--- config.mk ---
export PLATFORM = sky130hd
export DESIGN_NAME = rtc_bcd_writer
export DESIGN_NICKNAME = d
export VERILOG_FILES = /design/src/rtl/rtc_bcd_writer.sv
export SDC_FILE = /design/constraint.sdc
export NUM_CORES = 1
export LEC_CHECK = 0
export ABC_AREA = 1
export CORE_ASPECT_RATIO = 0.5
export CORE_UTILIZATION = 55
export DETAILED_ROUTE_END_ITERATION = 16
export PLACE_DENSITY = 0.84
export SETUP_SLACK_MARGIN = 0.4
export SYNTH_ARGS = -nofsm -noshare
export SYNTH_HDL_FRONTEND = slang
export SYNTH_SLANG_ARGS = --single-unit
--- constraint.sdc ---
create_clock -name clk -period 5.2 [get_ports clk]
set_input_delay 0.78 -clock clk [delete_from_list [all_inputs] [get_ports clk]]
set_output_delay 0.78 -clock clk [all_outputs]
set_load 0.005 [all_outputs]
--- src/rtl/rtc_bcd_writer.sv ---
// Write side of the RTC time/date path: range-checks one 2-digit BCD field and
// drives a single multiplexed address/data write cycle on the external RTC bus.
module rtc_bcd_writer #(
  parameter int unsigned T_WR  = 4,
  parameter int unsigned T_GAP = 2
) (
  input  logic       clk,
  input  logic       reset,
  input  logic       start,
  input  logic [7:0] addr,
  input  logic [3:0] BCD1,
  input  logic [3:0] BCD0,
  input  logic [2:0] Cod,
  output logic       busy,
  output logic       done,
  output logic       err,
  output logic       CS_n,
  output logic       RD_n,
  output logic       WR_n,
  output logic       AD_n,
  output logic [7:0] ad_out,
  output logic       ad_oe,
  output logic [2:0] dbg_state
);

  typedef enum logic [2:0] {
    IDLE  = 3'd0,
    CHECK = 3'd1,
    FAIL  = 3'd2,
    A_WR  = 3'd3,
    A_GAP = 3'd4,
    D_WR  = 3'd5,
    D_GAP = 3'd6,
    DONE  = 3'd7
  } state_t;

  localparam logic [7:0] WR_LOAD  = 8'(T_WR - 1);
  localparam logic [7:0] GAP_LOAD = 8'(T_GAP - 1);

  state_t     state_q, state_d;
  logic [7:0] cnt_q, cnt_d;
  logic [7:0] addr_q, addr_d;
  logic [7:0] data_q, data_d;
  logic [2:0] cod_q, cod_d;
  logic       busy_q, busy_d, done_q, done_d, err_q, err_d;
  logic       cs_n_q, cs_n_d, wr_n_q, wr_n_d, ad_n_q, ad_n_d, ad_oe_q, ad_oe_d;
  logic [7:0] ad_out_q, ad_out_d;
  logic [7:0] max_bcd;
  logic       field_ok;

  // Upper limit of each field type, the same value the BCD counters wrap at.
  always_comb begin
    max_bcd = 8'h59;
    case (cod_q)
      3'b000: max_bcd = 8'h01;
      3'b001: max_bcd = 8'h12;
      3'b010: max_bcd = 8'h23;
      3'b011: max_bcd = 8'h59;
      3'b100: max_bcd = 8'h31;
      3'b101: max_bcd = 8'h12;
      3'b110: max_bcd = 8'h99;
      3'b111: max_bcd = 8'h59;
      default: max_bcd = 8'h59;
    endcase
  end

  // With both digits <= 9, a plain binary compare orders BCD values correctly.
  assign field_ok = (data_q[7:4] <= 4'd9) && (data_q[3:0] <= 4'd9) && (data_q <= max_bcd);

  always_comb begin
    state_d = state_q;
    cnt_d   = cnt_q;
    addr_d  = addr_q;
    data_d  = data_q;
    cod_d   = cod_q;
    case (state_q)
      IDLE: if (start) begin
        addr_d  = addr;
        data_d  = {BCD1, BCD0};
        cod_d   = Cod;
        state_d = CHECK;
      end
      CHECK: begin
        state_d = field_ok ? A_WR : FAIL;
        cnt_d   = WR_LOAD;
      end
      FAIL: state_d = IDLE;
      A_WR: if (cnt_q == 8'd0) begin
        state_d = A_GAP;
        cnt_d   = GAP_LOAD;
      end else cnt_d = cnt_q - 8'd1;
      A_GAP: if (cnt_q == 8'd0) begin
        state_d = D_WR;
        cnt_d   = WR_LOAD;
      end else cnt_d = cnt_q - 8'd1;
      D_WR: if (cnt_q == 8'd0) begin
        state_d = D_GAP;
        cnt_d   = GAP_LOAD;
      end else cnt_d = cnt_q - 8'd1;
      D_GAP: if (cnt_q == 8'd0) state_d = DONE;
      else cnt_d = cnt_q - 8'd1;
      DONE: state_d = IDLE;
      default: state_d = IDLE;
    endcase
  end

  // Outputs are decoded from the next state so every pin comes straight off a flop.
  always_comb begin
    busy_d   = (state_d != IDLE);
    done_d   = 1'b0;
    err_d    = 1'b0;
    cs_n_d   = 1'b1;
    wr_n_d   = 1'b1;
    ad_n_d   = 1'b1;
    ad_oe_d  = 1'b0;
    ad_out_d = ad_out_q;
    case (state_d)
      FAIL: err_d = 1'b1;
      A_WR, A_GAP: begin
        cs_n_d   = 1'b0;
        ad_n_d   = 1'b0;
        ad_oe_d  = 1'b1;
        ad_out_d = addr_q;
        wr_n_d   = (state_d == A_GAP);
      end
      D_WR, D_GAP: begin
        cs_n_d   = 1'b0;
        ad_oe_d  = 1'b1;
        ad_out_d = data_q;
        wr_n_d   = (state_d == D_GAP);
      end
      DONE: done_d = 1'b1;
      default: ;
    endcase
  end

  always_ff @(posedge clk or posedge reset) begin
    if (reset) begin
      state_q  <= IDLE;
      cnt_q    <= 8'd0;
      addr_q   <= 8'h00;
      data_q   <= 8'h00;
      cod_q    <= 3'b000;
      busy_q   <= 1'b0;
      done_q   <= 1'b0;
      err_q    <= 1'b0;
      cs_n_q   <= 1'b1;
      wr_n_q   <= 1'b1;
      ad_n_q   <= 1'b1;
      ad_oe_q  <= 1'b0;
      ad_out_q <= 8'h00;
    end else begin
      state_q  <= state_d;
      cnt_q    <= cnt_d;
      addr_q   <= addr_d;
      data_q   <= data_d;
      cod_q    <= cod_d;
      busy_q   <= busy_d;
      done_q   <= done_d;
      err_q    <= err_d;
      cs_n_q   <= cs_n_d;
      wr_n_q   <= wr_n_d;
      ad_n_q   <= ad_n_d;
      ad_oe_q  <= ad_oe_d;
      ad_out_q <= ad_out_d;
    end
  end

  assign busy      = busy_q;
  assign done      = done_q;
  assign err       = err_q;
  assign CS_n      = cs_n_q;
  assign RD_n      = 1'b1;
  assign WR_n      = wr_n_q;
  assign AD_n      = ad_n_q;
  assign ad_oe     = ad_oe_q;
  assign ad_out    = ad_out_q;
  assign dbg_state = state_q;

endmodule

* Yosys cells after proc, flatten, opt, wreduce, memory -nomap -nowiden
Memory sizes are Yosys's and may differ from the RTL's.
Cells that the tools add are included.
** Word-level totals
- Register bits :: 45
- Memory bits (read-only) :: 56
- Bits of input ports :: 22
- Output and inout port bits :: 19
- Memories kept :: 1
** Memory list
- (name not given) :: depth 8, width 7, rd ports 1, clocked after memory_dff 0, write ports 0, line 54 : case (cod_q)
** Operators by class
- $add $sub $neg :: 1
- Order comparisons :: 3
- Equal/unequal tests :: 14
- Multiplexer cells :: 18
- Reduce and logical (&&, ||, !) cells :: 14
** Operators by type and width (count)
- case mux 8 bit (4 select lines) :: 1
- == test 3 bit, second input constant :: 8
- 2-to-1 mux 8 bit :: 3
- case mux 3 bit (7 select lines) :: 1
- case mux 8 bit (2 select lines) :: 1
- 2-to-1 mux 3 bit :: 5
- == test 3 x 2 -> 1 bit, second input constant :: 4
- <= comparator 4 bit, second input constant :: 2
- <= comparator 8 bit :: 1
- logical NOT 8 bit :: 1
- OR reduction 2 bit :: 4
- subtractor 8 x 1 -> 8 bit, second input constant :: 1
- 2-to-1 mux 1 bit :: 6
- AND reduction 2 bit :: 2
- nonzero test 4 bit :: 1
- OR reduction 4 bit :: 1
- == test 3 x 1 -> 1 bit, second input constant :: 1
- logical NOT 3 bit :: 1
- nonzero test 3 bit :: 1
- logical AND 1 bit :: 2
- inequality test 2 bit, second input constant :: 1
- case mux 1 bit (2 select lines) :: 1
- nonzero test 2 bit :: 1

* Longest topological paths before layout
Gate-level depths: netlist of the first run.
- Word-level depth :: 8
- Gate-level depth with buffers :: 18

* Worst setup path before layout of the first run
No wires, ideal clock.
- Path kind :: register to register
- Start :: register cod_q[0]
- End :: register ad_out_q[0] (netlist: ad_out[0])
- Data arrival time :: 2013 ps
- Data required time :: 5083 ps
- Path slack :: 3070 ps
- Stages on the path, launching flop included :: 15
- Cells stage by stage :: dfrtp_1 -> ha_1 -> o21ai_0 -> ha_1 -> or2_2 -> nand3_1 -> nand2_1 -> nand2_1 -> nand2_4 -> nand3_4 -> nand2_8 -> nand2_8 -> nand2_8 -> nand3_1 -> nand2_1
** Between the ends
- Longest elaborated chain between the ends :: 8
- Elaborated cells on any way between the ends :: 13
- Those cells by class :: order compare: 1; eq/ne: 4; mux: 3; reduce/logical: 4; memory: 1
** Ends and longest elaborated chain
- start: declaration :: line 44 : logic [2:0] cod_q, cod_d;
- start signal: assignment :: line 157 : cod_q <= cod_d;
- memory read (8 x 7 bit) (*)
- <= comparator 8 bit (*) :: line 68 : assign field_ok = (data_q[7:4] <= 4'd9) && (data_q[3:0] <= 4'd9) && (data_q <= max_bcd);
- logical AND 1 bit (*) :: line 68
- 2-to-1 mux 1 bit (*) :: line 84 : state_d = field_ok ? A_WR : FAIL;
- case mux 3 bit (7 select lines) (*) :: line 76 : case (state_q)
- via state_d[0] :: line 40 : state_t state_q, state_d;
- == test 3 bit / == test 3 x 2 -> 1 bit (equally long branches) :: line 117 : case (state_d)
- OR reduction 2 bit
- case mux 8 bit (2 select lines) / nonzero test 2 bit (equally long branches)
- end signal: assignment :: line 165 : ad_out_q <= ad_out_d;
- end: declaration :: line 47 : logic [7:0] ad_out_q, ad_out_d;
The timed path passes the listed nets; every way through them passes the cells marked *.
A chain may end at the register's enable or synchronous reset.

* Final worst setup path of the first run
- Start :: register cod_q[0]
- End :: register ad_out_q[4] (netlist: ad_out[4])
Same word-level chain as after synthesis.

==> impl_metrics.toml, run 1 <==
[route]
vias = 2148
antenna_left = 0
wl_per_cell_um = 13.1
wl_mm = 5.46
drtIter0Drc = 74
vias_per_cell = 5.18
drcViolationCount = 0
firstDrtPassIters = 4

[cts]
clockRootBuffer = "clkbuf_8"
path_clk_slew_ps = 80
clk_latency_ps = 300
postCtsSetupRepairBufs = 0
cts_resized = 0
clk_path_buf_depth = 2
numCtsBuffers = 5
ctsHoldBuffers = 0
cts_max_level = 2
cts_tree = "built"
clock-sinks = 45

[power_and_ir_drop]
peakVddDrop_mv = 0.234
power_mw = 1.83
powerDensity_mw_per_mm2 = 579
leakage_nw = 1.57

[layout]
nNetsFinal = 384
instances_no_fill = 415
diodes = 0
drive_gt1_share_pct = 16.9
fin_area_mm2 = 0.00317
areaGrowthSynthToFinish_pct = 21.4

[floorplan]
core_mm2 = 0.00449
dieArea_mm2 = 0.00504
io_pins = 41
dieWidth_um = 99.4
start_util_pct = 58.2
dieHeight_um = 50.7
rows = 17

[placed_design]
gp_congestion = 0.841
portBuffers = 39
post_dp_cell_area_mm2 = 0.00305
dp_cells = 407
dp_hpwl_mm = 4.15

[run_status]
status = "finished, final reports clean"

[logic_synthesis]
syn_nets = 344
synthSimpleGateAreaFrac_pct = 28.6
ys_seq_area_share_pct = 43.3
syn_inst = 308
synth_top_family_by_area = "simple AND/OR/NAND/NOR gates"
syn_area_mm2 = 0.00261
syn_avg_cell_area_um2 = 8.48
synth_xor_area_share_pct = 0.335
synth_warnings = 0
synth_cell_types = 40
synth_compound_area_share_pct = 9.49
synth_fa_ha_area_share_pct = 6.71
synth-seq-cells = 45
synth_mux_area_share_pct = 1.20

[critical_path]
reg2reg_to = "ad_out[4]$_DFFE_PP0P_"
worst_setup_path_end_kind = "register"
r2r-start = "cod_q[0]$_DFFE_PP0P_"
cp-endpoint = "ad_out[4]$_DFFE_PP0P_"
critical_path_class = "register to register"
ff2ff_setup_slack_ps = 2720
critPathMaxFanout = 10
cp-start-kind = "register"
worstPathArrival_ps = 2660
required_ps = 5390
reg2reg_depth = 14
crit_start = "cod_q[0]$_DFFE_PP0P_"

[timing]
whs_ps = 490
finalClockSkew_ps = 5.58
worst_slew_pin_slew_ps = 555
fmax_mhz = 404
hold_viol = 0
rsz0062_at_grt = "no"
maxSlewViolCount = 0
final-setup-viol-count = 0
fin_tns_setup_ps = 0
period_needed_ps = 2480
min_period_over_period_pct = 47.6
relSlewSlack_pct = 63.0

[global_route]
track_usage_pct = 24.1
grt_pass1_vias = 2122
grt_max_degree = 46
grt_pass1_wl_mm = 9.26
overflow = 0
antenna_found_initial = 0

[worst_hold_path]
holdCritPathClass = "register to register"
min_from = "cnt_q[5]$_DFFE_PP0P_"

[run]
maxCapViolations = 0
## placed cells by master, fill, tap and decap left out, types with 2 or more instances in the layout
master | Yosys | routed
nand4_1 | 10 | 10
clkbuf_8 | 0 | 6
nand4_2 | 2 | 2
a21oi_1 | 25 | 25
nand2_2 | 16 | 16
o22ai_1 | 2 | 2
a31oi_1 | 3 | 3
nand2_4 | 2 | 2
nor2_4 | 4 | 4
nand2_1 | 37 | 37
dfstp_2 | 3 | 3
inv_1 | 44 | 44
nand3_1 | 24 | 24
clkdlybuf4s50_1 | 0 | 39
ha_1 | 14 | 14
nand2_8 | 3 | 3
inv_2 | 9 | 9
nor2_1 | 34 | 34
mux2i_1 | 2 | 2
dfrtp_1 | 42 | 42
o21ai_0 | 8 | 8
buf_4 | 1 | 2
## registers in the layout (all words and copies together), names as in the netlist
name / cells
dbg_state: 3
done: 1
data_q: 8
cod_q: 3
CS_n: 1
WR_n: 1
ad_oe: 1
addr_q: 8
ad_out: 8
err: 1
cnt_q: 8
busy: 1
AD_n: 1
## layer usage
| layer | up-vias | share of wire, % | global-route usage (%) |
|---|---|---|---|
| met5 | - | 0 | 0 |
| met4 | 0 | 3.1 | 10.0 |
| met3 | 18 | 4.4 | 5.57 |
| met2 | 55 | 48 | 41.0 |
| met1 | 1010 | 45 | 30.2 |
| li1 | 1065 | - | - |
## how the worst min path moves through the flow
stage                                 end  slack, ps  depth (start not counted)
floorplan            cnt_q[5]$_DFFE_PP0P_        450                          1
detailed placement  ad_out[4]$_DFFE_PP0P_        480                          2
CTS                  cnt_q[5]$_DFFE_PP0P_        500                          1
global placement     cnt_q[5]$_DFFE_PP0P_        470                          1
finish               cnt_q[5]$_DFFE_PP0P_        490                          1
global route         cnt_q[5]$_DFFE_PP0P_        520                          1
## power breakdown
part / internal [mW] / switching (mW)
Combinational: 0.391 / 0.558
Clock: 0.157 / 0.117
Sequential: 0.504 / 0.107
## kinds of logic after synthesis
logic type	count (synthesis)
and+or+nand+nor	137
buffers and inverters	64
DFF	45
AOI/OAI and AO/OA	43
adders and majority gates	14
muxes	3
other	1
xor gates and xnor gates	1
## area by class of cell
type	instances	area [um^2]
Clock buffer	7	86.3
Clock inverter	1	30.0
Fill cell	341	1320
Inverter	56	221
Multi-Input combinational cell	199	1210
Sequential cell	45	1130
Tap cell	66	82.6
Timing Repair Buffer	41	405
## metrics by stage
| step | utilization, % | worst slack (ps) |
|---|---|---|
| after floorplan | - | 3070 |
| final | 70.6 | 2720 |
| after global routing | 70.6 | 2580 |
| after global placement | 68.0 | 2870 |
| after detailed placement | 68.0 | 2770 |
| after CTS | 70.6 | 2740 |
## worst max-delay path: stages (launching register included)
cell,delay (ps)
dfrtp_1,440
ha_1,250
o21ai_0,210
ha_1,280
or2_2,270
nand3_1,80
nand2_1,60
nand2_1,100
nand2_4,80
nand3_4,120
nand2_8,90
nand2_8,80
nand2_8,90
nand3_1,130
nand2_1,60
## synthesized netlist by cell type (all sizes together)
cell type  count  area share (%)
clkbuf         1            0.14
nand4         12             3.4
o21ai          8             1.5
a21oi         27             5.8
dfrtp         42              40
conb           1            0.14
nand2         58              12
mux2           1            0.43
or2            1            0.24
a311o          1            0.38
ha            14             6.7
clkinv         1            0.19
buf            7             1.6
nor2          39             6.9
a21o           1            0.29
mux2i          2            0.77
nand3         26             5.7
o22ai          2            0.48
inv           55             8.3
nor3           1            0.19
xor2           1            0.34
dfstp          3             3.0
a31o           1            0.34
a31oi          3            0.72
Power figures use the tool's default switching activity.
==> run 2: changes to the inputs <==
CORE_UTILIZATION = 54   (was 55)
PLACE_DENSITY = 0.83   (was 0.84)
clock period = 2.6 ns   (was 5.2 ns; I/O delays follow)
==> impl_metrics.toml, run 2 (synthesis results as in run 1) <==
[run_status]
status = "finished, final reports clean"

[power_and_ir_drop]
combPwrFrac_pct = 56.1
p_int_mw = 2.28
p_seq_share_pct = 30.4
peakVddDrop_mv = 0.511
swShare_pct = 44.3
p_switching_mw = 1.81
powerDensity_mw_per_mm2 = 1200
clockPowerShare_pct = 13.5
leakage_nw = 1.65

[timing]
rsz0062_at_grt = "yes"
fin_tns_setup_ps = 0
final-setup-viol-count = 0
relSlewSlack_pct = 63.3
worst_slew_pin_slew_ps = 550
fmax_mhz = 426
layout_setup_ws_ps = 253
maxSlewViolCount = 0
hold_viol = 0
min_period_over_period_pct = 90.3
period_needed_ps = 2350
finalClockSkew_ps = 6.15

[run]
maxCapViolations = 0

[critical_path]
cpMaxStageDelayCell = "dfrtp_1"
cp-start-kind = "register"
crit_chain = "inv_2, ha_4, mux2i_1, ha_1, nand2_1, nor2_2, nand3_2, nand2_2, nand2_2, nand2_4, nand3_4, nand2_8, nand2_8, nand2_8, inv_8, nand2_4, nand2_2"
required_ps = 2800
worst_setup_path_end_kind = "register"
critical_path_class = "register to register"
critPathMaxFanout = 6
slowest_delay_ps = 420
worstPathArrival_ps = 2540

[cts]
path_clk_slew_ps = 80
clockRootBuffer = "clkbuf_8"
ctsHoldBuffers = 0
clk_path_buf_depth = 2
numCtsBuffers = 5
cts_max_level = 2
cts_tree = "built"
clock-sinks = 45
clk_latency_ps = 300

[global_route]
grt_pass1_vias = 2086
track_usage_pct = 25.0
overflow = 0
grt_max_degree = 46
antenna_found_initial = 0
grt_pass1_wl_mm = 9.55

[layout]
final_cell_mix = "dfrtp_1, inv_1, clkdlybuf4s50_1"
utilization_pct = 75.7
fillCellCount = 319
diodes = 0
drive_gt1_share_pct = 28.1
layout_commonest_cell = "dfrtp_1"
nNetsFinal = 394
areaGrowthSynthToFinish_pct = 30.8

[floorplan]
dieArea_mm2 = 0.00513
core_mm2 = 0.00451
dieHeight_um = 51.2
rows = 17
io_pins = 41
dieWidth_um = 100
start_util_pct = 57.9

[route]
antenna_left = 0
wl_mm = 6.27
wl_per_cell_um = 14.8
vias = 2214
drtIter0Drc = 95
drcViolationCount = 0
vias_per_cell = 5.21
firstDrtPassIters = 4

[worst_hold_path]
holdCritPathClass = "register to register"

[placed_design]
preCtsSetupSlack_ps = 247
gp_congestion = 0.882
portBuffers = 39
dp_hpwl_mm = 4.14
-- run 2: changes by cell type in the layout (fill, tap and decap cells not counted), sizes merged --
cell    change
buf         +7
nand2       +2
clkinv      +1
-- run 2: cell type report --
class	count	area [um^2]	area share, %
clock inverter	1	30.0	0.879
multi-input combinational	201	1400	40.8
sequential	45	1130	33.1
timing repair inverter	1	8.76	0.256
tap	66	82.6	2.42
clock buffer	7	86.3	2.53
inverter	56	221	6.48
timing repair buffer	48	462	13.5
-- run 2: worst max-delay path, delay by kind of cell, from the launching register on --
family / cells / cell delay, ps
DFF: 1 / 420
adders and majority gates: 2 / 480
buffers and inverters: 2 / 180
and+or+nand+nor: 12 / 1070
muxes: 1 / 80
-- run 2: timing repair --
item / in CTS / in global routing
cloned: 3 / 0
setup buffers: 4 / 1
setup endpoints to repair: 12 / 13
resized for setup: 17 / 21
pin swaps: 13 / 15
endpoints found under the hold margin: 0 / 0
-- run 2: metal layers --
metal	GRT usage, %	wire length (um)	up-vias
li1	-	-	1086
met1	30.2	2650	1037
met2	45.1	3130	73
met3	6.02	385	18
met4	7.25	112	0
met5	0	0	-
-- run 2: final timing paths --
path                            cells after the start                     to  slack (ps)                  from
worst min-delay path                                1   cnt_q[5]$_DFFE_PP0P_         490  cnt_q[5]$_DFFE_PP0P_
min in group asynchronous                           3   cnt_q[7]$_DFFE_PP0P_         520                 reset
max in group asynchronous                           3         CS_n$_DFF_PP1_        1700                 reset
worst max-delay path                               17  ad_out[5]$_DFFE_PP0P_         250  cod_q[0]$_DFFE_PP0P_
worst max register to register                     17  ad_out[5]$_DFFE_PP0P_         250  cod_q[0]$_DFFE_PP0P_
worst min register to register                      1   cnt_q[5]$_DFFE_PP0P_         490  cnt_q[5]$_DFFE_PP0P_
-- run 2: through the flow --
step	total power, mW	cell area, um^2	cells	hold WS, ps
after detailed placement	3.13	3070	409	476
after CTS	3.89	3320	424	490
after global routing	4.34	3420	425	517
final	4.08	3420	425	494
after floorplan	2.52	2610	308	446
after global placement	3.02	3070	409	473
-- run 2: power by group through the flow --
stage / combinational (mW) / clock [mW] / sequential (mW)
floorplan: 1.33 / 0 / 1.19
global route: 2.48 / 0.588 / 1.27
detailed placement: 1.90 / 0 / 1.23
CTS: 2.12 / 0.554 / 1.22
global placement: 1.81 / 0 / 1.22
finish: 2.29 / 0.551 / 1.24
